[src/rtl/id_ex_control_pipe.sv]
// ID-stage decoder and ID/EX control register with load-use hazard detection, bubble/hold/flush.
// Optional ex_illegal output is compiled in when ILLEGAL_INSTR_EN is defined.
module id_ex_control_pipe #(
    parameter int XLEN = 32,
    parameter int RA_W = 5
) (
    input  logic            clk,
    input  logic            rst,
    input  logic [31:0]     id_instr,
    input  logic            id_valid,
    input  logic            hold,
    input  logic            flush,
    output logic            stall_req,
    output logic            ex_valid,
    output logic [1:0]      ex_alu_op,
    output logic [2:0]      ex_funct3,
    output logic            ex_funct7,
    output logic            ex_alu_src,
    output logic            ex_mem_read,
    output logic            ex_mem_write,
    output logic            ex_reg_write,
    output logic            ex_mem_to_reg,
    output logic            ex_branch,
    output logic [RA_W-1:0] ex_rs1,
    output logic [RA_W-1:0] ex_rs2,
    output logic [RA_W-1:0] ex_rd,
    output logic [XLEN-1:0] ex_imm
`ifdef ILLEGAL_INSTR_EN
    ,
    output logic            ex_illegal
`endif
);

    localparam logic [6:0] OP_R    = 7'b0110011;
    localparam logic [6:0] OP_I    = 7'b0010011;
    localparam logic [6:0] OP_LW   = 7'b0000011;
    localparam logic [6:0] OP_SW   = 7'b0100011;
    localparam logic [6:0] OP_BEQ  = 7'b1100011;

    typedef struct packed {
        logic            valid;
        logic [1:0]      alu_op;
        logic [2:0]      funct3;
        logic            funct7;
        logic            alu_src;
        logic            mem_read;
        logic            mem_write;
        logic            reg_write;
        logic            mem_to_reg;
        logic            branch;
        logic [RA_W-1:0] rs1;
        logic [RA_W-1:0] rs2;
        logic [RA_W-1:0] rd;
        logic [XLEN-1:0] imm;
    } ctrl_t;

    ctrl_t       dec;
    ctrl_t       ex_q;
    logic        legal;
    logic        uses_rs2;
    logic        hazard;
    logic [31:0] imm_i;
    logic [31:0] imm_s;
    logic [31:0] imm_b;

    assign imm_i = {{20{id_instr[31]}}, id_instr[31:20]};
    assign imm_s = {{20{id_instr[31]}}, id_instr[31:25], id_instr[11:7]};
    assign imm_b = {{19{id_instr[31]}}, id_instr[31], id_instr[7], id_instr[30:25],
                    id_instr[11:8], 1'b0};

    // Register fields an opcode does not use are zeroed so EX never sees stale indices.
    always_comb begin
        dec      = '0;
        legal    = 1'b0;
        uses_rs2 = 1'b0;
        case (id_instr[6:0])
            OP_R: begin
                legal         = 1'b1;
                uses_rs2      = 1'b1;
                dec.alu_op    = 2'b10;
                dec.reg_write = 1'b1;
                dec.funct7    = id_instr[30];
                dec.rs2       = RA_W'(id_instr[24:20]);
                dec.rd        = RA_W'(id_instr[11:7]);
            end
            OP_I: begin
                legal         = 1'b1;
                dec.alu_op    = 2'b10;
                dec.alu_src   = 1'b1;
                dec.reg_write = 1'b1;
                dec.rd        = RA_W'(id_instr[11:7]);
                dec.imm       = XLEN'($signed(imm_i));
            end
            OP_LW: begin
                legal          = 1'b1;
                dec.alu_src    = 1'b1;
                dec.mem_read   = 1'b1;
                dec.reg_write  = 1'b1;
                dec.mem_to_reg = 1'b1;
                dec.rd         = RA_W'(id_instr[11:7]);
                dec.imm        = XLEN'($signed(imm_i));
            end
            OP_SW: begin
                legal         = 1'b1;
                uses_rs2      = 1'b1;
                dec.alu_src   = 1'b1;
                dec.mem_write = 1'b1;
                dec.rs2       = RA_W'(id_instr[24:20]);
                dec.imm       = XLEN'($signed(imm_s));
            end
            OP_BEQ: begin
                legal      = 1'b1;
                uses_rs2   = 1'b1;
                dec.alu_op = 2'b01;
                dec.branch = 1'b1;
                dec.rs2    = RA_W'(id_instr[24:20]);
                dec.imm    = XLEN'($signed(imm_b));
            end
            default: ;
        endcase
        if (legal) begin
            dec.funct3 = id_instr[14:12];
            dec.rs1    = RA_W'(id_instr[19:15]);
        end
        dec.valid = id_valid & legal;
    end

    assign hazard = ex_q.valid & ex_q.mem_read & (ex_q.rd != '0) &
                    ((ex_q.rd == dec.rs1) | (uses_rs2 & (ex_q.rd == dec.rs2)));

    assign stall_req = id_valid & legal & hazard & ~flush;

    // Flush outranks hold so a taken branch always squashes the younger instruction.
    always_ff @(posedge clk or posedge rst) begin
        if (rst) begin
            ex_q <= '0;
        end else if (flush) begin
            ex_q <= '0;
        end else if (hold) begin
            ex_q <= ex_q;
        end else if (stall_req) begin
            ex_q <= '0;
        end else begin
            ex_q <= dec;
        end
    end

`ifdef ILLEGAL_INSTR_EN
    always_ff @(posedge clk or posedge rst) begin
        if (rst) begin
            ex_illegal <= 1'b0;
        end else if (flush) begin
            ex_illegal <= 1'b0;
        end else if (hold) begin
            ex_illegal <= ex_illegal;
        end else if (stall_req) begin
            ex_illegal <= 1'b0;
        end else begin
            ex_illegal <= id_valid & ~legal;
        end
    end
`endif

    assign ex_valid      = ex_q.valid;
    assign ex_alu_op     = ex_q.alu_op;
    assign ex_funct3     = ex_q.funct3;
    assign ex_funct7     = ex_q.funct7;
    assign ex_alu_src    = ex_q.alu_src;
    assign ex_mem_read   = ex_q.mem_read;
    assign ex_mem_write  = ex_q.mem_write;
    assign ex_reg_write  = ex_q.reg_write;
    assign ex_mem_to_reg = ex_q.mem_to_reg;
    assign ex_branch     = ex_q.branch;
    assign ex_rs1        = ex_q.rs1;
    assign ex_rs2        = ex_q.rs2;
    assign ex_rd         = ex_q.rd;
    assign ex_imm        = ex_q.imm;

endmodule

[config.mk]
export PLATFORM = sky130hd
export DESIGN_NAME = id_ex_control_pipe
export DESIGN_NICKNAME = d
export VERILOG_FILES = /design/src/rtl/id_ex_control_pipe.sv
export SDC_FILE = /design/constraint.sdc
export NUM_CORES = 1
export LEC_CHECK = 0
export ABC_AREA = 1
export ABC_CLOCK_PERIOD_IN_PS = 4800
export CAP_MARGIN = 5
export CORE_ASPECT_RATIO = 0.75
export CORE_MARGIN = 2
export CORE_UTILIZATION = 36
export CTS_BUF_LIST = sky130_fd_sc_hd__clkbuf_4
export DETAILED_ROUTE_END_ITERATION = 7
export PLACE_DENSITY = 0.79
export SYNTH_ARGS = -nofsm -noshare
export SYNTH_HDL_FRONTEND = slang
export SYNTH_SLANG_ARGS = --single-unit
export TNS_END_PERCENT = 30
[constraint.sdc]
create_clock -name clk -period 4.8 [get_ports clk]
set_clock_uncertainty 0.1 [all_clocks]
set_input_delay 0.48 -clock clk [delete_from_list [all_inputs] [get_ports clk]]
set_output_delay 0.48 -clock clk [all_outputs]
set_load 0.005 [all_outputs]
### Word-level counts from Yosys, hierarchy flattened

Cells that the tools add are included.

| storage, ports and cells | value |
|---|---|
| register bits after elaboration | 60 |
| input port bits | 37 |
| output and inout port bits | 61 |
| logic and storage cells | 55 |

| cells by class | value |
|---|---|
| equal/unequal tests | 8 |
| multiplexer cells | 17 |
| bitwise gates (word level) | 9 |
| reduce and logical (&&, ||, !) cells | 7 |

Operators by type and width:

| cell | count |
|---|---|
| 2-to-1 mux 60 bit | 3 |
| one-hot mux 32 bit (3 select lines) | 1 |
| 2-to-1 mux 5 bit | 3 |
| == test 7 x 6 -> 1 bit (second input constant) | 2 |
| == test 5 bit | 2 |
| OR reduction 3 bit | 3 |
| 2-to-1 mux 1 bit | 8 |
| bitwise AND 1 bit | 7 |
| == test 7 x 2 -> 1 bit (second input constant) | 1 |
| == test 7 x 5 -> 1 bit (second input constant) | 1 |
| == test 7 bit (second input constant) | 1 |
| nonzero test 5 bit | 1 |
| OR reduction 5 bit | 1 |
| one-hot mux 2 bit (2 select lines) | 1 |
| OR reduction 2 bit | 2 |
| 2-to-1 mux 3 bit | 1 |
| != test 2 x 1 -> 1 bit (second input constant) | 1 |
| NOT 1 bit | 1 |
| OR 1 bit | 1 |

### Depth between registers and ports, before layout

| logic depth | value |
|---|---|
| word-level depth | 12 |
| mapped depth | 15 |
| depth with buffers taken out | 13 |

### Worst setup path before layout

OpenSTA, ideal clock, no wires.

| timing | value |
|---|---|
| kind | in2out |
| start | in id_instr[2] |
| end | out stall_req |
| arrival time | 1.369 ns |
| required time | 4.220 ns |
| slack | 2.851 ns |
| stages on the path | 8 |
| path buffers | 1 |
| cell sequence | inv_1 nand2_2 nor2_4 buf_6 nand4_2 nand2_2 nand3_1 a21oi_1 |

| between the ends | value |
|---|---|
| longest elaborated chain between the ends | 9 |
| elaborated cells between the ends (all ways) | 19 |
| classes of those cells | 7 x eq/ne; 4 x mux; 6 x bitwise; 2 x reduce/logical |

Ends and longest elaborated chain:

| what | line | source |
|---|---|---|
| from (decl) | 9 | `input logic [31:0] id_instr,` |
| == test 7 x 6 -> 1 bit, or another cell as far along | 76 | `case (id_instr[6:0])` |
| OR reduction 5 bit (no source line) / OR reduction 3 bit (equally long branches) | n/a |  |
| 2-to-1 mux 1 bit / 2-to-1 mux 5 bit (equally long branches) | 76 |  |
| 2-to-1 mux 5 bit / == test 5 bit (equally long branches) | 121, 129 |  |
| == test 5 bit / bitwise AND 1 bit (equally long branches) | 129 | `((ex_q.rd == dec.rs1) \| (uses_rs2 & (ex_q.rd == dec.rs2)));` |
| OR 1 bit | 129 |  |
| bitwise AND 1 bit | 128 | `assign hazard = ex_q.valid & ex_q.mem_read & (ex_q.rd != '0) &` |
| bitwise AND 1 bit (*) (2 in series) | 131 | `assign stall_req = id_valid & legal & hazard & ~flush;` |
| to (decl) | 13 | `output logic stall_req,` |

Mark *: on every way between the ends. The rest lies on a longest branch, timed or not.

### Final worst setup path

| timing | value |
|---|---|
| start | in id_instr[1] |
| end | out stall_req |

The elaborated chain is that of the path after synthesis.

==> metrics.md <==
| Metric | Value |
|---|---|
| Result of the run | finished clean |
| Top_reg_cell synth | dfrtp_1 |
| Compound-Gate Fraction of Synth Area | 4.195% |
| N_diodes | 0 |
| Clk_lat worst skew | 0.34 ns |
| HP Start | ex_rs1[2] |
| Yosys warnings | 0 |
| Tightest Pin Transition | 1.213 ns |
| Synth Area in XOR/XNOR | 1.190% |
| Hold depth | 2 |
| Fin nets | 394 |
| Reg2Reg Depth | 7 |
| Seq pwr share | 57.9% |
| Worst reg2reg startpoint | ex_rd[3] |
| Async SR Flop Fraction | 100.0% |
| Mapped Nets | 319 |
| Multi-input gate area | 907.1 sq um |
| Post-synthesis adder-cell area fraction | 0% |
| Synth area leaders | dfrtp_1, nand2_1, nand3_1 |
| Syn_area_per_cell | 7.827 sq um |
| Post-synthesis sequential area ratio | 45.35% |
| Pin count of the biggest net entering global routing | 42 |
| Critical R2R Capture | ex_branch |
| Most common cell in the netlist | nand2_1 |
| Logic pwr share | 13.1% |
| Post-synth top cells | nand2_1, dfrtp_1, nand3_1, buf_4, inv_1 |
| Register Area | 0.001001 sq mm |
| Int Power | 436.2 uW |
| R2R setup slack | 2.24 ns |
| Highest Clock Rate | 0.3163 GHz |
| First drt pass iteration count | 4 |
| Post-synthesis mux area share | 0% |
| Share of layout cells above drive strength 1 | 6.162% |
| Initial antenna violation count | 0 |
| Site row count | 24 |
| Gate Count Post-Synth | 282 |
| Top-area cell type share of the netlist area | 45.35% |
| Wire per inst | 14.31 microns |
| Switch Pwr | 151.1 uW |
| Vias | 2,102 |
| Grt ovf | 0 |
| Total Neg Setup Slack | 0 ns |
| 1st-iter DRT viols | 152 |
| HP Class | flop to flop |
| ANT nets after route | 0 |
| Area grow syn2layout | 41.55% |
| Clock Power Share | 29.0% |
| WHS | 0.3961 ns |
| Worst vdd ir | 0.0001194 V |
| RSZ-0062 raised after global routing | no |
| Lkg Pwr | 1.522 nW |
| Critical path required time | 4.22 ns |
| CP endpoint kind | primary output |
| CTS sink cnt | 40 |
| First-pass GRT wire length | 9991 microns |
| Hold endpoint | ex_rs1[2] |
| GRT Total Usage | 18.71% |
| Final worst path period share | 65.87% |
| Hold Violations, Final | 0 |
| Die ar. | 0.006780 sq mm |
| Hpwl dp | 4515 microns |
| Sw frac | 25.73% |
| # fillers | 556 |
| Worst-case clock buffer depth | 2 |
| Pins Over Slew Limit | 0 |
| Final min period | 3.162 ns |
| Crit path DAT | 2.58 ns |
| # port buffers | 97 |
| Die H | 71.81 microns |
| CP max FO | 17 |
| TritonCTS clock tree | done |
| Starting Density | 37.69% |
| CTS Buf Count | 5 |
| Vias in the first global route | 2,010 |
| Simple-gate share of the synthesized area | 35.60% |
| CP startpoint kind | primary input |
| Htree depth | 2 |
| Post-cts resize count | 0 |
| DRT Wirelength | 6224 microns |
| Core ar. | 0.005856 sq mm |
| Post-CTS Hold Fix Bufs | 0 |
| Synth unique cells | 26 |
| Setup Crit Path Kind | primary input to primary output |
| Cell taking the most area after synthesis | dfrtp_1 |
| Final GP Congestion | 0.8443 |
| Root Buffer | clkbuf_4 |
| Slew margin rel. | 18.95% |
| Final setup violation count | 0 |
| DR vias/cell | 4.832 |
| Combinational family with the most area after synthesis | simple AND/OR/NAND/NOR gates |
| Post-synth EDFFs | 0 |
| DRC | 0 |
| Cell Pwr Density | 188.0 mW/mm^2 |
| Post-layout util | 53.35% |
| Area of the mapped netlist | 0.002207 sq mm |
| Setup Fix Bufs, Post-CTS | 0 |
| Reg clk slew, reported paths | 0.12 ns |
| Io pins | 98 |
| Max cap viols | 0 |
| Yosys reg bits | 40 |
| Chip width | 94.41 microns |
[cells by family (layout without fill, tap and decap cells)]
logic type / count (synthesis) / after routing
flip-flops: 40 / 40
XOR/XNOR: 3 / 3
buffers and inverters: 52 / 127
AND/OR/NAND/NOR: 173 / 173
AO/OA/AOI/OAI: 14 / 14
[critical path, cell delays in order]
cell             delay, ns
clkdlybuf4s50_1       0.47
nand2_2               0.09
nor2_4                0.33
nand4_2               0.16
nand2_2               0.16
nand3_1               0.14
a21oi_1               0.21
clkdlybuf4s50_1       0.52
[layout by cell type, fill, tap and decap left out]
cell type and n:
a211oi_1 1, a21oi_1 3, a32o_1 4, buf_4 3
clkbuf_4 6, clkdlybuf4s50_1 97, clkinv_2 1, dfrtp_1 40
inv_1 18, inv_2 2, nand2_1 100, nand2_2 5
nand3_1 36, nand3b_1 1, nand4_1 14, nand4_2 1
nor2_1 6, nor2_2 1, nor2_4 1, nor3_1 5
nor3_4 1, nor4_1 1, o21ai_0 5, o21ai_1 1
or2_2 1, xor2_1 3
[cell type report]
class	count	area share (%)
clock inverters	1	0.1602
repair buffers	100	31.80
inverters	20	2.403
multi-input cells	190	29.03
well taps	78	3.124
clock buffers	6	1.442
flip-flops and latches	40	32.04
[flip-flops by register name (all words and copies together), names as in the netlist]
name and cells:
ex_alu_op 2, ex_valid 1, ex_rs1 5, ex_funct7 1, ex_rs2 5, ex_rd 5, ex_mem_read 1, ex_imm 13
ex_funct3 3, ex_branch 1, ex_alu_src 1, ex_mem_write 1, ex_reg_write 1
[how the worst max path moves through the flow]
stage,to,startpoint
floorplan,stall_req,id_instr[2]
global placement,ex_branch,id_instr[1]
detailed placement,ex_branch,id_instr[1]
CTS,stall_req,id_instr[1]
global route,ex_branch,id_instr[1]
finish,stall_req,id_instr[1]
[metrics by stage]
step	power [mW]	std cells	cell area, sq um	worst slack (ns)
after floorplan	0.3754	282	2207	2.851
after global placement	0.4232	428	3074	1.503
after detailed placement	0.4236	428	3074	1.401
after CTS	0.5909	435	3124	1.611
after global routing	0.6114	435	3124	1.443
final	0.5872	435	3124	1.638
[power by group through the flow]
stage               Sequential [mW]  Clock [mW]  Combinational, mW
finish                        0.340       0.170             0.0768
global route                  0.340       0.187             0.0841
CTS                           0.340       0.173             0.0774
detailed placement            0.346           0             0.0771
global placement              0.346           0             0.0767
floorplan                     0.346           0             0.0290
[routing by layer]
layer	global-route usage (%)	routed length, microns
met5	0	0
met4	2.899	14
met3	3.996	401
met2	29.92	2862
met1	26.84	2946
Power figures use the tool's default switching activity.
